`config.mk`:
```
export PLATFORM = sky130hd
export DESIGN_NAME = decode_stage
export DESIGN_NICKNAME = d
export VERILOG_FILES = /design/src/rtl/riscv_pkg.sv /design/src/rtl/imm_gen.sv /design/src/rtl/decode_stage.sv
export SDC_FILE = /design/constraint.sdc
export NUM_CORES = 1
export LEC_CHECK = 0
export CORE_MARGIN = 8
export CORE_UTILIZATION = 25
export DETAILED_ROUTE_END_ITERATION = 6
export PLACE_DENSITY = 0.44
export SLEW_MARGIN = 40
export SYNTH_ARGS = -nofsm -noshare
export SYNTH_HDL_FRONTEND = slang
export SYNTH_SLANG_ARGS = --single-unit
```
`constraint.sdc`:
```
create_clock -name clk -period 7.8 [get_ports clk]
set_clock_uncertainty 0.15 [all_clocks]
set_input_delay 1.17 -clock clk [delete_from_list [all_inputs] [get_ports clk]]
set_output_delay 1.17 -clock clk [all_outputs]
set_load 0.01 [all_outputs]
```
`src/rtl/riscv_pkg.sv`:
```
// -----------------------------------------------------------------------------
// riscv_pkg
//   Shared RV32I definitions for the decode slice:
//     - base opcode values (instr[6:0]) for every RV32I major opcode
//     - immediate/instruction format encoding used between imm_gen and
//       decode_stage
//     - helper predicates on opcodes
// -----------------------------------------------------------------------------
package riscv_pkg;

    // Major opcodes of the RV32I base set. Every legal opcode has bits [1:0]
    // equal to 2'b11, so an exact match against this list also rejects
    // compressed-looking encodings.
    localparam logic [6:0] OPC_LOAD     = 7'b0000011;
    localparam logic [6:0] OPC_MISC_MEM = 7'b0001111;
    localparam logic [6:0] OPC_OP_IMM   = 7'b0010011;
    localparam logic [6:0] OPC_AUIPC    = 7'b0010111;
    localparam logic [6:0] OPC_STORE    = 7'b0100011;
    localparam logic [6:0] OPC_OP       = 7'b0110011;
    localparam logic [6:0] OPC_LUI      = 7'b0110111;
    localparam logic [6:0] OPC_BRANCH   = 7'b1100011;
    localparam logic [6:0] OPC_JALR     = 7'b1100111;
    localparam logic [6:0] OPC_JAL      = 7'b1101111;
    localparam logic [6:0] OPC_SYSTEM   = 7'b1110011;

    // Instruction format. FMT_NONE marks an opcode outside the RV32I set.
    typedef enum logic [2:0] {
        FMT_R    = 3'd0,
        FMT_I    = 3'd1,
        FMT_S    = 3'd2,
        FMT_B    = 3'd3,
        FMT_U    = 3'd4,
        FMT_J    = 3'd5,
        FMT_NONE = 3'd7
    } fmt_e;

    // Opcodes whose instr[30] carries the funct7[5] alternate-operation bit
    // (SUB/SRA and SRAI).
    function automatic logic has_funct7b5(input logic [6:0] opc);
        return (opc == OPC_OP) || (opc == OPC_OP_IMM);
    endfunction

endpackage

```
`src/rtl/imm_gen.sv`:
```
// -----------------------------------------------------------------------------
// imm_gen
//   Purely combinational RV32I format classifier and immediate generator.
//   Ports:
//     instr  in   INSTR_WIDTH  raw instruction
//     imm    out  INSTR_WIDTH  sign-extended immediate (0 for R format and
//                              for unrecognised opcodes)
//     fmt    out  fmt_e        instruction format, FMT_NONE when the opcode is
//                              not part of RV32I
//   The bit fields below assume the 32-bit RV32I encoding; INSTR_WIDTH only
//   sets the width of the extended immediate and must be at least 32.
// -----------------------------------------------------------------------------
module imm_gen
    import riscv_pkg::*;
#(
    parameter int INSTR_WIDTH = 32
) (
    input  logic [INSTR_WIDTH-1:0] instr,
    output logic [INSTR_WIDTH-1:0] imm,
    output fmt_e                   fmt
);

    // Format selection. MISC_MEM (FENCE) and SYSTEM are treated as I form so
    // their fields pass through uniformly.
    always_comb begin
        fmt = FMT_NONE;
        case (instr[6:0])
            OPC_OP:       fmt = FMT_R;
            OPC_OP_IMM,
            OPC_LOAD,
            OPC_JALR,
            OPC_MISC_MEM,
            OPC_SYSTEM:   fmt = FMT_I;
            OPC_STORE:    fmt = FMT_S;
            OPC_BRANCH:   fmt = FMT_B;
            OPC_LUI,
            OPC_AUIPC:    fmt = FMT_U;
            OPC_JAL:      fmt = FMT_J;
            default:      fmt = FMT_NONE;
        endcase
    end

    // Immediate assembly. instr[31] is the sign bit for every format.
    always_comb begin
        imm = '0;
        case (fmt)
            FMT_I: imm = {{(INSTR_WIDTH-12){instr[31]}}, instr[31:20]};
            FMT_S: imm = {{(INSTR_WIDTH-12){instr[31]}}, instr[31:25], instr[11:7]};
            FMT_B: imm = {{(INSTR_WIDTH-13){instr[31]}}, instr[31], instr[7],
                          instr[30:25], instr[11:8], 1'b0};
            // U immediates occupy the full upper 20 bits; the cast widens
            // (sign-extends) only when INSTR_WIDTH exceeds 32.
            FMT_U: imm = INSTR_WIDTH'($signed({instr[31:12], 12'b0}));
            FMT_J: imm = {{(INSTR_WIDTH-21){instr[31]}}, instr[31], instr[19:12],
                          instr[20], instr[30:21], 1'b0};
            default: imm = '0;
        endcase
    end

endmodule

```
`src/rtl/decode_stage.sv`:
```
// -----------------------------------------------------------------------------
// decode_stage
//   Registered RV32I decode pipeline stage between fetch and register-read.
//   Each incoming instruction is decoded combinationally (register names,
//   funct3, funct7[5], opcode, immediate, illegal flag) before it is stored,
//   so the holding registers always contain a finished bundle.
//
//   Storage is a main register (drives the outputs) plus a skid register,
//   which lets in_ready be a flop while still sustaining one transfer per
//   cycle.
//
//   Ports:
//     clk        in   1              rising-edge clock
//     reset      in   1              asynchronous active-high reset
//     flush      in   1              synchronous kill of held and incoming work
//     in_valid   in   1              upstream instruction valid
//     in_ready   out  1              stage can accept (registered)
//     in_instr   in   INSTR_WIDTH    raw instruction
//     in_pc      in   ADDR_WIDTH     PC of in_instr
//     out_valid  out  1              decoded bundle valid
//     out_ready  in   1              downstream accepts
//     pc         out  ADDR_WIDTH     PC of decoded instruction
//     op         out  OP_BITS        instr[6:0]
//     rs1/rs2/rd out  REG_NAME_BITS  register names, 0 when unused by format
//     funct3     out  FUNC_BITS      instr[14:12], 0 for U/J
//     funct7b5   out  1              instr[30] for OP/OP_IMM, else 0
//     imm        out  INSTR_WIDTH    sign-extended immediate, 0 for R
//     illegal    out  1              opcode outside RV32I
// -----------------------------------------------------------------------------
module decode_stage
    import riscv_pkg::*;
#(
    parameter int INSTR_WIDTH   = 32,
    parameter int ADDR_WIDTH    = 32,
    parameter int REG_NAME_BITS = 5,
    parameter int FUNC_BITS     = 3,
    parameter int OP_BITS       = 7
) (
    input  logic                     clk,
    input  logic                     reset,
    input  logic                     flush,
    input  logic                     in_valid,
    output logic                     in_ready,
    input  logic [INSTR_WIDTH-1:0]   in_instr,
    input  logic [ADDR_WIDTH-1:0]    in_pc,
    output logic                     out_valid,
    input  logic                     out_ready,
    output logic [ADDR_WIDTH-1:0]    pc,
    output logic [OP_BITS-1:0]       op,
    output logic [REG_NAME_BITS-1:0] rs1,
    output logic [REG_NAME_BITS-1:0] rs2,
    output logic [REG_NAME_BITS-1:0] rd,
    output logic [FUNC_BITS-1:0]     funct3,
    output logic                     funct7b5,
    output logic [INSTR_WIDTH-1:0]   imm,
    output logic                     illegal
);

    // Fully decoded instruction as held in the main and skid registers.
    typedef struct packed {
        logic [ADDR_WIDTH-1:0]    pc;
        logic [OP_BITS-1:0]       op;
        logic [REG_NAME_BITS-1:0] rs1;
        logic [REG_NAME_BITS-1:0] rs2;
        logic [REG_NAME_BITS-1:0] rd;
        logic [FUNC_BITS-1:0]     funct3;
        logic                     funct7b5;
        logic [INSTR_WIDTH-1:0]   imm;
        logic                     illegal;
    } bundle_t;

    // Occupancy states of the main/skid pair.
    localparam logic [1:0] ST_EMPTY = 2'd0;  // nothing held
    localparam logic [1:0] ST_ONE   = 2'd1;  // main only
    localparam logic [1:0] ST_TWO   = 2'd2;  // main and skid

    // -------------------------------------------------------------------------
    // Combinational decode of the incoming instruction
    // -------------------------------------------------------------------------
    logic [INSTR_WIDTH-1:0] dec_imm;
    fmt_e                   dec_fmt;
    bundle_t                dec;

    imm_gen #(
        .INSTR_WIDTH (INSTR_WIDTH)
    ) u_imm_gen (
        .instr (in_instr),
        .imm   (dec_imm),
        .fmt   (dec_fmt)
    );

    always_comb begin
        dec     = '0;
        dec.pc  = in_pc;
        dec.op  = in_instr[OP_BITS-1:0];
        if (dec_fmt == FMT_NONE) begin
            // Illegal instructions travel downstream carrying only op and pc
            // so the trap logic sees the offending address.
            dec.illegal = 1'b1;
        end else begin
            dec.imm = dec_imm;
            // U and J formats have no rs1 field (LUI/AUIPC/JAL).
            if ((dec_fmt != FMT_U) && (dec_fmt != FMT_J)) begin
                dec.rs1    = in_instr[15 +: REG_NAME_BITS];
                dec.funct3 = in_instr[12 +: FUNC_BITS];
            end
            // Only OP, STORE and BRANCH read a second source register.
            if ((dec_fmt == FMT_R) || (dec_fmt == FMT_S) || (dec_fmt == FMT_B)) begin
                dec.rs2 = in_instr[20 +: REG_NAME_BITS];
            end
            // STORE and BRANCH write no destination register.
            if ((dec_fmt != FMT_S) && (dec_fmt != FMT_B)) begin
                dec.rd = in_instr[7 +: REG_NAME_BITS];
            end
            if (has_funct7b5(in_instr[6:0])) begin
                dec.funct7b5 = in_instr[30];
            end
        end
    end

    // -------------------------------------------------------------------------
    // Handshake and storage
    // -------------------------------------------------------------------------
    logic [1:0] state_reg;
    logic [1:0] state_next;
    bundle_t    main_reg;
    bundle_t    main_next;
    bundle_t    skid_reg;
    bundle_t    skid_next;
    logic       in_ready_reg;
    logic       accept;

    // in_ready_reg is already low in ST_TWO, so accept never fires there.
    assign accept = in_valid && in_ready_reg;

    always_comb begin
        state_next = state_reg;
        main_next  = main_reg;
        skid_next  = skid_reg;
        if (flush) begin
            // Flush wins over every transfer this cycle, including the
            // incoming instruction. Data registers are left as-is; they are
            // invisible while out_valid is low.
            state_next = ST_EMPTY;
        end else begin
            case (state_reg)
                ST_EMPTY: begin
                    if (accept) begin
                        main_next  = dec;
                        state_next = ST_ONE;
                    end
                end
                ST_ONE: begin
                    if (accept && out_ready) begin
                        // Downstream takes main while a new one replaces it.
                        main_next = dec;
                    end else if (accept) begin
                        skid_next  = dec;
                        state_next = ST_TWO;
                    end else if (out_ready) begin
                        state_next = ST_EMPTY;
                    end
                end
                ST_TWO: begin
                    if (out_ready) begin
                        main_next  = skid_reg;
                        state_next = ST_ONE;
                    end
                end
                default: state_next = ST_EMPTY;
            endcase
        end
    end

    always_ff @(posedge clk or posedge reset) begin
        if (reset) begin
            state_reg    <= ST_EMPTY;
            main_reg     <= '0;
            skid_reg     <= '0;
            in_ready_reg <= 1'b1;
        end else begin
            state_reg    <= state_next;
            main_reg     <= main_next;
            skid_reg     <= skid_next;
            // Registered ready: low exactly when both entries will be full.
            in_ready_reg <= (state_next != ST_TWO);
        end
    end

    // -------------------------------------------------------------------------
    // Outputs
    // -------------------------------------------------------------------------
    assign in_ready  = in_ready_reg;
    assign out_valid = (state_reg != ST_EMPTY);
    assign pc        = main_reg.pc;
    assign op        = main_reg.op;
    assign rs1       = main_reg.rs1;
    assign rs2       = main_reg.rs2;
    assign rd        = main_reg.rd;
    assign funct3    = main_reg.funct3;
    assign funct7b5  = main_reg.funct7b5;
    assign imm       = main_reg.imm;
    assign illegal   = main_reg.illegal;

endmodule

```
* After elaboration in Yosys (flattened, before gate mapping) *
Index checks and enable logic that the tools add are counted.
W data, S select, Z words.

word-level totals
  bits in registers = 185
  input port bits = 69
  word-level logic and storage cells = 84

cells by class
  equal/unequal tests = 27
  multiplexer cells = 20
  bitwise gates (word level) = 2
  reduce and logical (&&, ||, !) cells = 15

operators by type and width
  operator              number
  $mux W91              3
  $pmux W91 S3          1
  $pmux W32 S5          1
  $mux W51              1
  $eq A7 B7 Y1 const B  4
  $eq A7 B6 Y1 const B  3
  $pmux W3 S6           1
  $mux W5               3
  $eq A7 B5 Y1 const B  2
  $mux W2               6
  $eq A3 B3 Y1 const B  3
  $ne A2 B2 Y1 const B  4
  $eq A7 B2 Y1 const B  1
  $eq A7 B4 Y1 const B  1
  $eq A3 B2 Y1 const B  2
  $ne A3 B2 Y1 const B  2
  $ne A3 B3 Y1 const B  2
  $pmux W2 S3           1
  $reduce_and A5 Y1     1
  $reduce_or A5 Y1      1
  $logic_and A1 B1 Y1   4
  $reduce_and A4 Y1     1
  $eq A3 B1 Y1 const B  1
  $logic_not A3 Y1      1
  other kinds (10)      14

* Logic depth before layout (Yosys ltp) *
  depth in word-level cells = 10
  depth in mapped cells = 12
  depth with buffers taken out = 9

* Modules after synthesis *
A second synthesis with hierarchy kept.

second synthesis, totals
  cell total of the unflattened synthesis = 882
  area, all modules = 9175.0 um^2

by module, submodules not included
  module        times used  cells an instance  area an instance (um^2)  sequential area each (um^2)
  decode_stage  1           781                8464.4                   4630.7
  imm_gen       1           101                710.7                    0.0

* Least setup slack after synthesis *
Ideal clock, no wire load.

  kind = input -> register
  from = in in_instr[4]
  to = reg main_reg, in the netlist imm[29]
  setup time = 0.130 ns
  arrival = 3.433 ns
  required time = 7.520 ns
  setup slack = 4.087 ns
  stages on the path = 12
  cells stage by stage = buf_2 and4b_1 o21a_2 inv_1 ha_1 buf_2 and2b_1 a31oi_1 o311ai_1 buf_2 a22oi_1 o22ai_1

between the ends
  longest elaborated chain between the ends = 8
  elaborated cells on any way between the ends = 25
  classes of those cells = eq/ne (17); mux (6); reduce/logical (2)

RTL lines
  element                                                      RTL line                                  text
  from (decl)                                                  decode_stage.sv:44                        input logic [INSTR_WIDTH-1:0] in_instr,
  $eq A7 B5 Y1, or another cell as far along                   imm_gen.sv:27                             case (instr[6:0])
  $reduce_or A5 Y1 / $reduce_or A2 Y1 (equally long branches)  imm_gen.sv:27
  $pmux W3 S6 (*)                                              imm_gen.sv:27
  $eq A3 B3 Y1, or another cell as far along                   imm_gen.sv:46                             case (fmt)
  $pmux W32 S5                                                 imm_gen.sv:46
  $mux W51 (*)                                                 decode_stage.sv:96                        if (dec_fmt == FMT_NONE) begin
  $mux W91 (on tied branches)                                  decode_stage.sv:154, decode_stage.sv:148
  $pmux W91 S3 (*)                                             decode_stage.sv:146                       case (state_reg)
  to (signal assigned)                                         decode_stage.sv:183                       main_reg <= main_next;
  to (decl)                                                    decode_stage.sv:126                       bundle_t main_reg;

Mark *: on every way between the ends. The rest lies on a longest branch, timed or not. The select of a mux whose other input is x is not followed.
A chain may end at the register's enable or synchronous reset.

* Worst setup path after layout *
  from = in in_instr[5]
  to = reg main_reg, in the netlist imm[4]

Same word-level chain as after synthesis.

==> summary.md <==
| Metric | Value |
|---|---|
| Status | `complete, no violations` |
| Vias in the first global route | `6849` |
| Final net count | `1085` |
| Hold_sp | `skid_reg[70]$_DFFE_PP0P_` |
| Most common cell in the netlist | `nand2_1` |
| Slew Limit Fails | `0` |
| Arrival time worst endpoint | `4.45 ns` |
| Fin. Hold Viols | `0` |
| DR WL/cell | `18.4 um` |
| CP Class | `in2reg` |
| Global-route wire length before repair | `42.7 mm` |
| RD Place Congestion | `0.745` |
| Synthesized cell area | `8220 um2` |
| Hold endpoint | `skid_reg[70]$_DFFE_PP0P_` |
| Die Ht | `197 um` |
| Iteration-0 DRC count of the detailed router | `342` |
| Max Cap Violations | `0` |
| Syn avg cell area | `between 9 and 10 um2` |
| Final Instance Count excl. Fillers | `between 1000 and 1500` |
| Sequential fraction of the synthesis area | `56.3%` |
| Row cnt | `66` |
| GRT busiest layer | `met2` |
| PortBufs | `161` |
| Post-layout minimum cycle time | `around 4.3 ns` |
| Ys async rst share | `100%` |
| Util after Layout | `approximately 33%` |
| Synth cell count leaders | `nand2_1 (245), dfrtp_1 (184), nor2_1 (102)` |
| Via count | `6828` |
| Worst Hold Path Cells | `2` |
| Syn Inst Count | `roughly 890` |
| Place WS | `between 2 and 3 ns` |
| Net count after synthesis | `959` |
| R2r setup slk | `5.07 ns` |
| Vias/cell | `4.65` |
| Antenna violations before repair | `0` |
| Post-CTS Setup Repair Bufs | `0` |
| Met2 Use GR | `21.5%` |
| Met3 usage | `about 3.5%` |
| Critical path's slowest cell | `o211ai_4` |
| Final WL | `roughly 27 mm` |
| Clk_lat worst skew | `between 0.4 and 0.5 ns` |
| Ports | `approximately 160` |
| RR Startpoint | `in_ready$_DFF_PP1_` |
| DRC | `0` |
| Antenna Nets Post-Route | `0` |
| Num CTS Buffers | `17` |
| Final worst slack | `3.48 ns` |
| Synth warn | `0` |
| Final setup violation count | `0` |
| Slew margin rel. | `42.3%` |
| Die area | `about 40000 um2` |
| # clock sinks | `185` |
| Max FFs per register | `91` |
| RSZ-0062 raised after global routing | `false` |
| Most common flop cell mapped by yosys | `dfrtp_1` |
| Ratio of cells with drive above 1 in the final layout | `6.24%` |
| TritonCTS clock tree | `built` |
| Grt total ovfl | `0` |
| H-tree depth | `4` |
| Min-Delay Path Class | `reg2reg` |
| Post-CTS Hold Buffers | `0` |
| Setup TNS | `0 ns` |
| Core area | `about 32000 um2` |
| Tcrit/Tclk final | `55.4%` |
| Startpoint types | `primary input` |
| Synth area leaders | `dfrtp_1 (56%), nand2_1 (11%), nor2_1 (4.7%)` |
| Worst-Margin Slew | `around 0.86 ns` |
| R2r endpoint | `skid_reg[44]$_DFFE_PP0P_` |
| Max incr delay on CP | `0.68 ns` |
| Worst-path clk slew | `roughly 0.06 ns` |
| Placed Instances | `around 1400` |
| Setup crit end kind | `register` |
| Met1 GRT Util | `between 10% and 20%` |
| Largest net degree at the start of global routing | `124` |
| Total inserted antenna cells | `0` |
| Worst r2r path cells | `5` |
| Layout overhead on the synthesized area | `32.1%` |
| Leak | `4.63 nW` |
| PwrDens | `244 nW/um2` |
| Fmax | `231 MHz` |
| Post-synth EDFFs | `0` |
| CTS Buffer Depth | `2` |
| CP Max Fanout | `25` |
| Starting Density | `25.3%` |
| Cell chain of the critical path | `clkdlybuf4s50_1, and4b_1, o21a_2, inv_1, ha_1, o31a_1, nor2_1, o211ai_4, o22ai_1` |
| Synth unique cells | `58` |
| DP HPWL | `17.3 mm` |
| DRT Pass-1 Iters | `4` |
| Register bit total from synthesis | `185` |
| Yosys top cell area share | `56.0%` |
| WP data required | `a little under 8 ns` |
| Clock root buffer | `clkbuf_16` |
| Post-synth top area cell | `dfrtp_1` |
| Total track usage | `14.0%` |
| Post-CTS sizing | `0` |
| Peak supply drop | `0.160 mV` |
| Die width | `197 um` |
==> report_power, final <==
part | internal (W) | total [W] | switching, W | leakage [nW]
Sequential | 0.00111 | 0.00119 | 0.0000844 | 2.32
Combinational | 0.000265 | 0.000520 | 0.000255 | 2.01
Clock | 0.000545 | 0.000935 | 0.000390 | 0.296
Total | 0.00192 | 0.00265 | 0.000729 | 4.63
==> kinds of logic (layout without fill, tap and decap cells) <==
kind of cell    after synthesis  in the layout  share of synthesized area [%]
simple gates                389            389                           20.1
compound gates              235            235                           18.9
flops                       185            185                           56.3
buf+inv                      73            211                           4.02
fa+ha+maj                     3              3                          0.457
xor+xnor                      2              2                          0.213
==> through the flow <==
step	total power [W]	hold WS [ns]	instance area [um2]
finish	0.00265	0.327	10900
detailed placement	0.00174	0.312	10200
global route	0.00279	0.349	10900
global placement	0.00173	0.307	10200
CTS	0.00269	0.330	10800
floorplan	0.00143	0.296	8220
==> cells in the final DEF, fill, tap and decap left out, types with 3 or more instances in the layout <==
master           instances
and2_1                   3
o21ai_0                 35
a221o_1                  5
nand3_1                  4
o211ai_1                 8
a22o_1                  18
nor2_1                 102
a21oi_1                 48
clkdlybuf4s50_1        161
ha_1                     3
a22oi_1                 15
o21ai_1                  6
inv_1                    7
buf_4                    9
a31oi_1                 43
clkbuf_16               17
o22ai_1                 25
dfrtp_1                184
and3_1                   8
a221oi_1                14
bufinv_16                4
nand2_1                245
==> critical path: cells and delay by family <==
kind	cells	cell delay, ns
compound gates	4	1.49
buf+inv	2	0.86
simple gates	2	0.46
fa+ha+maj	1	0.43
==> area by class of cell <==
cell class                      count  area, um2
Clock buffer                       20        447
Clock inverter                     11        171
Fill cell                        3346      21600
Inverter                            8       42.5
Multi-Input combinational cell    629       3300
Sequential cell                   185       4630
Tap cell                          442        553
Timing Repair Buffer              172       1710
==> layer usage <==
layer,vias to the layer above,routed length [um]
li1,3320,-
met1,3341,13000
met2,152,12300
met3,15,1530
met4,0,237
met5,-,0
==> how the worst max path moves through the flow <==
stage	start	end	slack [ns]	cells after the start
2_1_floorplan	reset	funct3[0]$_DFFE_PP0P_	1.45	1
3_3_place_gp	in_instr[5]	skid_reg[29]$_DFFE_PP0P_	2.92	9
3_5_place_dp	in_instr[6]	imm[2]$_DFFE_PP0P_	2.97	9
4_1_cts	in_instr[6]	imm[13]$_DFFE_PP0P_	3.46	9
5_1_grt	in_instr[5]	imm[4]$_DFFE_PP0P_	3.23	9
6_report	in_instr[5]	imm[4]$_DFFE_PP0P_	3.48	9
Power figures use the tool's default switching activity.
